<file path="src/rtl/kdw_tile_buffer_if.sv">
// Load, swap and read channels of the DW kernel-tile ping-pong buffer.
// master: loader / PE-array side; slave: kdw_tile_buffer.
//   ld_start/ld_valid/ld_data/ld_last -> load request, ld_ready/fill_full <- status
//   swap -> bank exchange, swap_err/rd_bank_ok <- status
//   rd_en/rd_addr -> row read, rd_data/rd_valid <- row result (1-cycle latency)
interface kdw_tile_buffer_if #(
   parameter int WG_W  = 8,
   parameter int N_CH  = 4,
   parameter int DEPTH = 9
);
   localparam int AW = (DEPTH > 1) ? $clog2(DEPTH) : 1;

   logic                 ld_start;
   logic                 ld_valid;
   logic [WG_W-1:0]      ld_data;
   logic                 ld_last;
   logic                 ld_ready;
   logic                 fill_full;
   logic                 swap;
   logic                 swap_err;
   logic                 rd_bank_ok;
   logic                 rd_en;
   logic [AW-1:0]        rd_addr;
   logic [N_CH*WG_W-1:0] rd_data;
   logic                 rd_valid;

   modport master (
      output ld_start, ld_valid, ld_data, ld_last,
      output swap, rd_en, rd_addr,
      input  ld_ready, fill_full, swap_err,
      input  rd_bank_ok, rd_data, rd_valid
   );

   modport slave (
      input  ld_start, ld_valid, ld_data, ld_last,
      input  swap, rd_en, rd_addr,
      output ld_ready, fill_full, swap_err,
      output rd_bank_ok, rd_data, rd_valid
   );
endinterface

</file>
<file path="src/rtl/kdw_tile_buffer.sv">
// Ping-pong kernel-tile buffer for depthwise convolution: one bank is filled
// element by element from the weight loader while the other is read by the
// DW PE array, N_CH channel weights per row. swap makes a loaded bank readable.
// Ports: clk, rst_n (async, active low), bus (kdw_tile_buffer_if.slave).
// Option: define KDW_ZERO_PAD_EN to let ld_last end a tile early; rows and
// lanes past the last written element then read back as zero.
module kdw_tile_buffer #(
   parameter int WG_W  = 8,
   parameter int N_CH  = 4,
   parameter int DEPTH = 9
) (
   input logic              clk,
   input logic              rst_n,
   kdw_tile_buffer_if.slave bus
);
   localparam int AW = (DEPTH > 1) ? $clog2(DEPTH) : 1;
   localparam int LW = (N_CH > 1) ? $clog2(N_CH) : 1;
   localparam int RW = N_CH * WG_W;

   localparam logic [AW-1:0] LAST_ROW  = AW'(DEPTH - 1);
   localparam logic [LW-1:0] LAST_LANE = LW'(N_CH - 1);

   typedef enum logic [1:0] {
      S_IDLE,
      S_LOAD,
      S_FULL
   } state_t;

   state_t        state;
   state_t        state_nx;

   // bank_ptr selects the read bank; the fill bank is always the other one
   logic          bank_ptr;
   logic          fill_bank;
   logic [AW-1:0] cnt_row;
   logic [LW-1:0] cnt_lane;

   logic          beat;
   logic          end_pos;
   logic          tile_done;
   logic          swap_ok;
   logic          swap_bad;

   logic [RW-1:0] mem [2][DEPTH];

   logic          rd_in_range;
   logic [AW-1:0] rd_row_idx;
   logic [RW-1:0] rd_row;
   logic [RW-1:0] rd_next;

   assign fill_bank = ~bank_ptr;
   assign end_pos   = (cnt_row == LAST_ROW) && (cnt_lane == LAST_LANE);

`ifdef KDW_ZERO_PAD_EN
   assign tile_done = beat && (end_pos || bus.ld_last);
`else
   logic unused_ld_last;
   assign unused_ld_last = bus.ld_last;
   assign tile_done      = beat && end_pos;
`endif

   // ---------------- fill FSM ----------------
   always_ff @(posedge clk or negedge rst_n) begin
      if (!rst_n) begin
         state <= S_IDLE;
      end else begin
         state <= state_nx;
      end
   end

   always_comb begin
      state_nx = state;
      unique case (state)
         S_IDLE:  if (bus.ld_start) state_nx = S_LOAD;
         S_LOAD:  if (tile_done) state_nx = S_FULL;
         S_FULL:  if (bus.swap) state_nx = S_IDLE;
         default: state_nx = S_IDLE;
      endcase
   end

   always_comb begin
      bus.ld_ready  = 1'b0;
      bus.fill_full = 1'b0;
      swap_ok       = 1'b0;
      swap_bad      = 1'b0;
      unique case (state)
         S_IDLE: swap_bad = bus.swap;
         S_LOAD: begin
            bus.ld_ready = 1'b1;
            swap_bad     = bus.swap;
         end
         S_FULL: begin
            bus.fill_full = 1'b1;
            swap_ok       = bus.swap;
         end
         default: swap_bad = bus.swap;
      endcase
   end

   assign beat = bus.ld_valid && bus.ld_ready;

   // ---------------- element counters ----------------
   always_ff @(posedge clk or negedge rst_n) begin
      if (!rst_n) begin
         cnt_row  <= '0;
         cnt_lane <= '0;
      end else if (tile_done) begin
         cnt_row  <= '0;
         cnt_lane <= '0;
      end else if (beat) begin
         if (cnt_lane == LAST_LANE) begin
            cnt_lane <= '0;
            cnt_row  <= cnt_row + 1'b1;
         end else begin
            cnt_lane <= cnt_lane + 1'b1;
         end
      end
   end

   // ---------------- bank control ----------------
   always_ff @(posedge clk or negedge rst_n) begin
      if (!rst_n) begin
         bank_ptr       <= 1'b0;
         bus.rd_bank_ok <= 1'b0;
         bus.swap_err   <= 1'b0;
      end else begin
         bus.swap_err <= swap_bad;
         if (swap_ok) begin
            bank_ptr       <= ~bank_ptr;
            bus.rd_bank_ok <= 1'b1;
         end
      end
   end

   // ---------------- storage (never cleared) ----------------
   always_ff @(posedge clk) begin
      if (beat) begin
         for (int i = 0; i < N_CH; i++) begin
            if (cnt_lane == LW'(i)) begin
               mem[fill_bank][cnt_row][i*WG_W +: WG_W] <= bus.ld_data;
            end
         end
      end
   end

`ifdef KDW_ZERO_PAD_EN
   // Position of the last element written per physical bank; it travels
   // with the bank, so it follows the tile through a swap.
   logic [AW-1:0] ext_row  [2];
   logic [LW-1:0] ext_lane [2];

   always_ff @(posedge clk or negedge rst_n) begin
      if (!rst_n) begin
         for (int b = 0; b < 2; b++) begin
            ext_row[b]  <= LAST_ROW;
            ext_lane[b] <= LAST_LANE;
         end
      end else if (tile_done) begin
         ext_row[fill_bank]  <= cnt_row;
         ext_lane[fill_bank] <= cnt_lane;
      end
   end
`endif

   // ---------------- read path ----------------
   always_comb begin
      rd_in_range = (bus.rd_addr <= LAST_ROW);
      rd_row_idx  = rd_in_range ? bus.rd_addr : '0;
      rd_row      = mem[bank_ptr][rd_row_idx];
      rd_next     = rd_in_range ? rd_row : '0;
`ifdef KDW_ZERO_PAD_EN
      for (int i = 0; i < N_CH; i++) begin
         if ((bus.rd_addr > ext_row[bank_ptr]) ||
             ((bus.rd_addr == ext_row[bank_ptr]) &&
              (LW'(i) > ext_lane[bank_ptr]))) begin
            rd_next[i*WG_W +: WG_W] = '0;
         end
      end
`endif
   end

   // bank_ptr is the pre-swap value here, so a read issued together
   // with a swap still returns the old tile
   always_ff @(posedge clk or negedge rst_n) begin
      if (!rst_n) begin
         bus.rd_valid <= 1'b0;
         bus.rd_data  <= '0;
      end else begin
         bus.rd_valid <= bus.rd_en;
         if (bus.rd_en) begin
            bus.rd_data <= rd_next;
         end
      end
   end

endmodule

</file>
<file path="src/flat_wrapper.sv">
// flat-port wrapper written by rule: the top's interface ports become plain ports
module kdw_tile_buffer_flat 
#(
   parameter int WG_W  = 8,
   parameter int N_CH  = 4,
   parameter int DEPTH = 9
)
  (clk, rst_n, bus_ld_start, bus_ld_valid, bus_ld_data, bus_ld_last, bus_swap, bus_rd_en, bus_rd_addr, bus_ld_ready, bus_fill_full, bus_swap_err, bus_rd_bank_ok, bus_rd_data, bus_rd_valid);
  kdw_tile_buffer_if #(.WG_W(WG_W), .N_CH(N_CH), .DEPTH(DEPTH)) bus_i ();
  input logic clk;
  input logic rst_n;
  input wire logic [$bits(bus_i.ld_start)-1:0] bus_ld_start;
  input wire logic [$bits(bus_i.ld_valid)-1:0] bus_ld_valid;
  input wire logic [$bits(bus_i.ld_data)-1:0] bus_ld_data;
  input wire logic [$bits(bus_i.ld_last)-1:0] bus_ld_last;
  input wire logic [$bits(bus_i.swap)-1:0] bus_swap;
  input wire logic [$bits(bus_i.rd_en)-1:0] bus_rd_en;
  input wire logic [$bits(bus_i.rd_addr)-1:0] bus_rd_addr;
  output wire logic [$bits(bus_i.ld_ready)-1:0] bus_ld_ready;
  output wire logic [$bits(bus_i.fill_full)-1:0] bus_fill_full;
  output wire logic [$bits(bus_i.swap_err)-1:0] bus_swap_err;
  output wire logic [$bits(bus_i.rd_bank_ok)-1:0] bus_rd_bank_ok;
  output wire logic [$bits(bus_i.rd_data)-1:0] bus_rd_data;
  output wire logic [$bits(bus_i.rd_valid)-1:0] bus_rd_valid;
  assign bus_i.ld_start = bus_ld_start;
  assign bus_i.ld_valid = bus_ld_valid;
  assign bus_i.ld_data = bus_ld_data;
  assign bus_i.ld_last = bus_ld_last;
  assign bus_i.swap = bus_swap;
  assign bus_i.rd_en = bus_rd_en;
  assign bus_i.rd_addr = bus_rd_addr;
  assign bus_ld_ready = bus_i.ld_ready;
  assign bus_fill_full = bus_i.fill_full;
  assign bus_swap_err = bus_i.swap_err;
  assign bus_rd_bank_ok = bus_i.rd_bank_ok;
  assign bus_rd_data = bus_i.rd_data;
  assign bus_rd_valid = bus_i.rd_valid;
  kdw_tile_buffer #(.WG_W(WG_W), .N_CH(N_CH), .DEPTH(DEPTH)) u_core (.clk(clk), .rst_n(rst_n), .bus(bus_i));
endmodule
</file>
<file path="config.mk">
export PLATFORM = sky130hd
export DESIGN_NAME = kdw_tile_buffer_flat
export DESIGN_NICKNAME = d
export VERILOG_FILES = /design/src/rtl/kdw_tile_buffer_if.sv /design/src/rtl/kdw_tile_buffer.sv /design/src/flat_wrapper.sv
export SDC_FILE = /design/constraint.sdc
export NUM_CORES = 1
export LEC_CHECK = 0
export ABC_AREA = 1
export CORE_UTILIZATION = 30
export CTS_CLUSTER_DIAMETER = 100
export CTS_CLUSTER_SIZE = 12
export DETAILED_ROUTE_END_ITERATION = 10
export RECOVER_POWER = 50
export SETUP_SLACK_MARGIN = 0.5
export SYNTH_ARGS = -nofsm -noshare
export SYNTH_HDL_FRONTEND = slang
export SYNTH_SLANG_ARGS = --single-unit
</file>
<file path="constraint.sdc">
create_clock -name clk -period 1.9 [get_ports clk]
set_input_delay 0.285 -clock clk [delete_from_list [all_inputs] [get_ports clk]]
set_output_delay 0.285 -clock clk [all_outputs]
set_load 0.05 [all_outputs]
</file>
==> summary.txt <==
outcome = complete, but fails checks
failing checks = capacitance limit, slew limit, setup timing
fin area = 0.03536 mm²
Clock Root Buffer = clkbuf_16
I/O pins = 56
Synth Instances = 2612
vias = 19141
cell taking the most area after synthesis = edfxtp_1
most common flop cell mapped by yosys = edfxtp_1
post-DP HPWL = 42.66 mm
ant diodes = 0
Die X = 300.7 µm
Global Route Usage Sum = 0.1607
largest net degree at the start of global routing = 73
relative slew slack = -0.3364
final setup violation count = 1
vias in the first global route = 18445
Synth cell types = 27
GP Congestion = 0.8308
WP data required = 1.62 ns
CP Data Arrival Time = 1.62 ns
WL final = 75.36 mm
Max Slew Vio Count = 365
# DRC = 0
Seq cells post-synth = 620
final worst slack = -0.002684 ns
via-per-instance ratio = 4.665
Flop pwr share = 0.491
switching share of power = 0.2645
RSZ-0062 raised after global routing = true
worst skew pair latency = 0.62 ns
fin cells = 4103
MaxCap Viol Count = 5
Avg Synthesized Cell Area = 10.25 µm²
WL/cell = 18.37 µm
Synth area leaders = edfxtp_1 65%, nand2_1 15%, dfrtp_1 4.1%
drt first pass iters = 5
first-pass GRT wire length = 111.3 mm
P_sw = 8341 µW
Final Hold Vio Count = 0
clock network power share = 0.338
layout cells sized above 1 = 0.2158
Comb pwr share = 0.170
f_max = 0.5256 GHz
synth warn = 0
CTS tree = built
Layout area overhead = 32.12%
number of flops mapped to enable cells by yosys = 576
overall die area = 0.09040 mm²
clock buffer depth = 3
Area after DPL = 0.03112 mm²
initial antenna violation count = 0
GRT overflow = 0
IO buf count = 54
ANT nets after route = 0
die height = 300.7 µm
crit path launch type = register
crit-path max FO = 2
core area = 0.08837 mm²
area share of the largest cell type after synthesis = 0.6463
htree depth = 2
Fin Setup TNS = -0.002684 ns
initial DRC count = 1781
CTS Sinks = 620
Rows = 109
Post-Syn Nets = 2639
Hold Crit Class = input port to register
Inst Count DP = 3911
final net count = 2926
initial core utilization = 0.3028
Slew @ Worst Pin = 2.005 ns
internal power = 23190 µW
WS Path Type = register to output port
peak supply drop = 624.0 µV
fin crit share = 1.001
asr flop ratio synth = 0.07097
Final Critical Period = 1.903 ns
Power per Cell Area = 891.9 mW/mm²
Post-Synthesis Cell Area = 0.02676 mm²
Seq/Total Area, Yosys = 0.6875
CTS Buf Count = 57
final setup skew = 0.03073 ns
post-place setup slack = -0.4280 ns
Clk pin slew, worst setup/hold paths = 0.06 ns
leakage power = 0.01471 µW
endpoint class of the critical path = output port
-- cell usage after synthesis (4+ instances only) --
cell      count
nand2_1    1071
nor2_2        4
nor2_1      148
nand3_1     196
buf_2        76
buf_1         7
inv_1       229
dfrtp_1      44
buf_6         8
a21oi_1      57
buf_4        36
o21ai_0       5
nor3_1       70
edfxtp_1    576
o21ai_1      53
clkbuf_1     11
ha_1          8
-- area by class of cell --
cell class	instances	area, µm²
Clock buffer	96	1594
Clock inverter	2	46.29
Fill cell	8336	53020
Inverter	234	927.1
Multi-Input combinational cell	1619	8065
Sequential cell	620	18400
Tap cell	1165	1458
Timing Repair Buffer	365	4827
Timing Repair inverter	2	36.28
-- worst max-delay path, cell delays in order, from the launching register on --
cell	delay [ns]
dfrtp_1	0.40
inv_2	0.08
nor2_4	0.04
buf_4	0.13
buf_6	0.10
buf_6	0.11
buf_8	0.14
-- layer usage --
layer,vias up,part of all wire,global-route usage
met5,-,0,0
met1,9300,0.43,0.2228
li1,9146,-,-
met4,0,0.022,0.03662
met2,587,0.48,0.2664
met3,108,0.066,0.02201
-- power by group through the flow --
stage / Combinational, µW / Clock [µW] / Sequential (µW)
after floorplan: 1870 / 0 / 16000
after global placement: 4130 / 0 / 15700
after detailed placement: 4170 / 0 / 15700
after CTS: 4720 / 10800 / 15500
after global routing: 5680 / 11300 / 15500
final: 5370 / 10700 / 15500
-- what timing repair did --
action | CTS | global route
pin swaps | 69 | 33
gates resized for setup | 346 | 139
endpoints found under the setup margin | 650 | 651
hold buffers | 2 | 0
gates cloned | 17 | 17
buffers inserted | 44 | 14
endpoints found under the hold margin | 15 | 0
-- cell usage in the layout (no fill, tap or decap), drive strengths merged, types with 57 or more instances in the layout --
| cell type | count |
|---|---|
| nand3 | 196 |
| buf | 314 |
| edfxtp | 576 |
| o21ai | 59 |
| nand2 | 1074 |
| a21oi | 57 |
| clkbuf | 129 |
| nor3 | 70 |
| inv | 232 |
| nor2 | 153 |
-- cells by family (layout without fill, tap and decap cells) --
logic type / count (synthesis) / after routing / synth area share
AO/OA/AOI/OAI: 116 / 116 / 0.02183
XOR/XNOR: 2 / 2 / 0.0006547
adder cells (fa/ha/maj): 8 / 8 / 0.003741
buffers and inverters: 373 / 699 / 0.06331
flip-flops: 620 / 620 / 0.6875
AND/OR/NAND/NOR: 1493 / 1493 / 0.2230
-- sequential cells by signal (all words and copies together), names as in the netlist --
name	count
u_core.bus.swap_err	1
u_core.state	2
u_core.bus.rd_bank_ok	1
u_core.cnt_lane	2
u_core.bank_ptr	1
u_core.bus.rd_data	32
u_core.bus.rd_valid	1
u_core.mem	576
u_core.cnt_row	4
-- stage by stage --
stage | utilization | hold WS, ns | power, µW
after floorplan | - | -0.01059 | 17870
after global placement | 0.3521 | 0.3806 | 19870
after detailed placement | 0.3521 | 0.3856 | 19910
after CTS | 0.3894 | 0.03041 | 31010
after global routing | 0.4001 | 0.1713 | 32490
final | 0.4001 | 0.1642 | 31530
-- worst paths after layout --
path,depth (start not counted),slack [ns],from,to
worst max-delay path,6,-0.003,u_core.state[0],bus_ld_ready
worst min-delay path,1,0.16,bus_ld_data[7],u_core.mem[0][63]
worst max register to register,7,-0.003,u_core.bank_ptr,u_core.mem[0][0]
worst min register to register,2,0.49,u_core.bus.rd_bank_ok,u_core.bus.rd_bank_ok
max in group asynchronous,3,0.35,rst_n,u_core.bus.rd_data[29]
min in group asynchronous,2,0.28,rst_n,u_core.bus.rd_data[11]
Note: power is estimated with default switching activity, not from simulation.
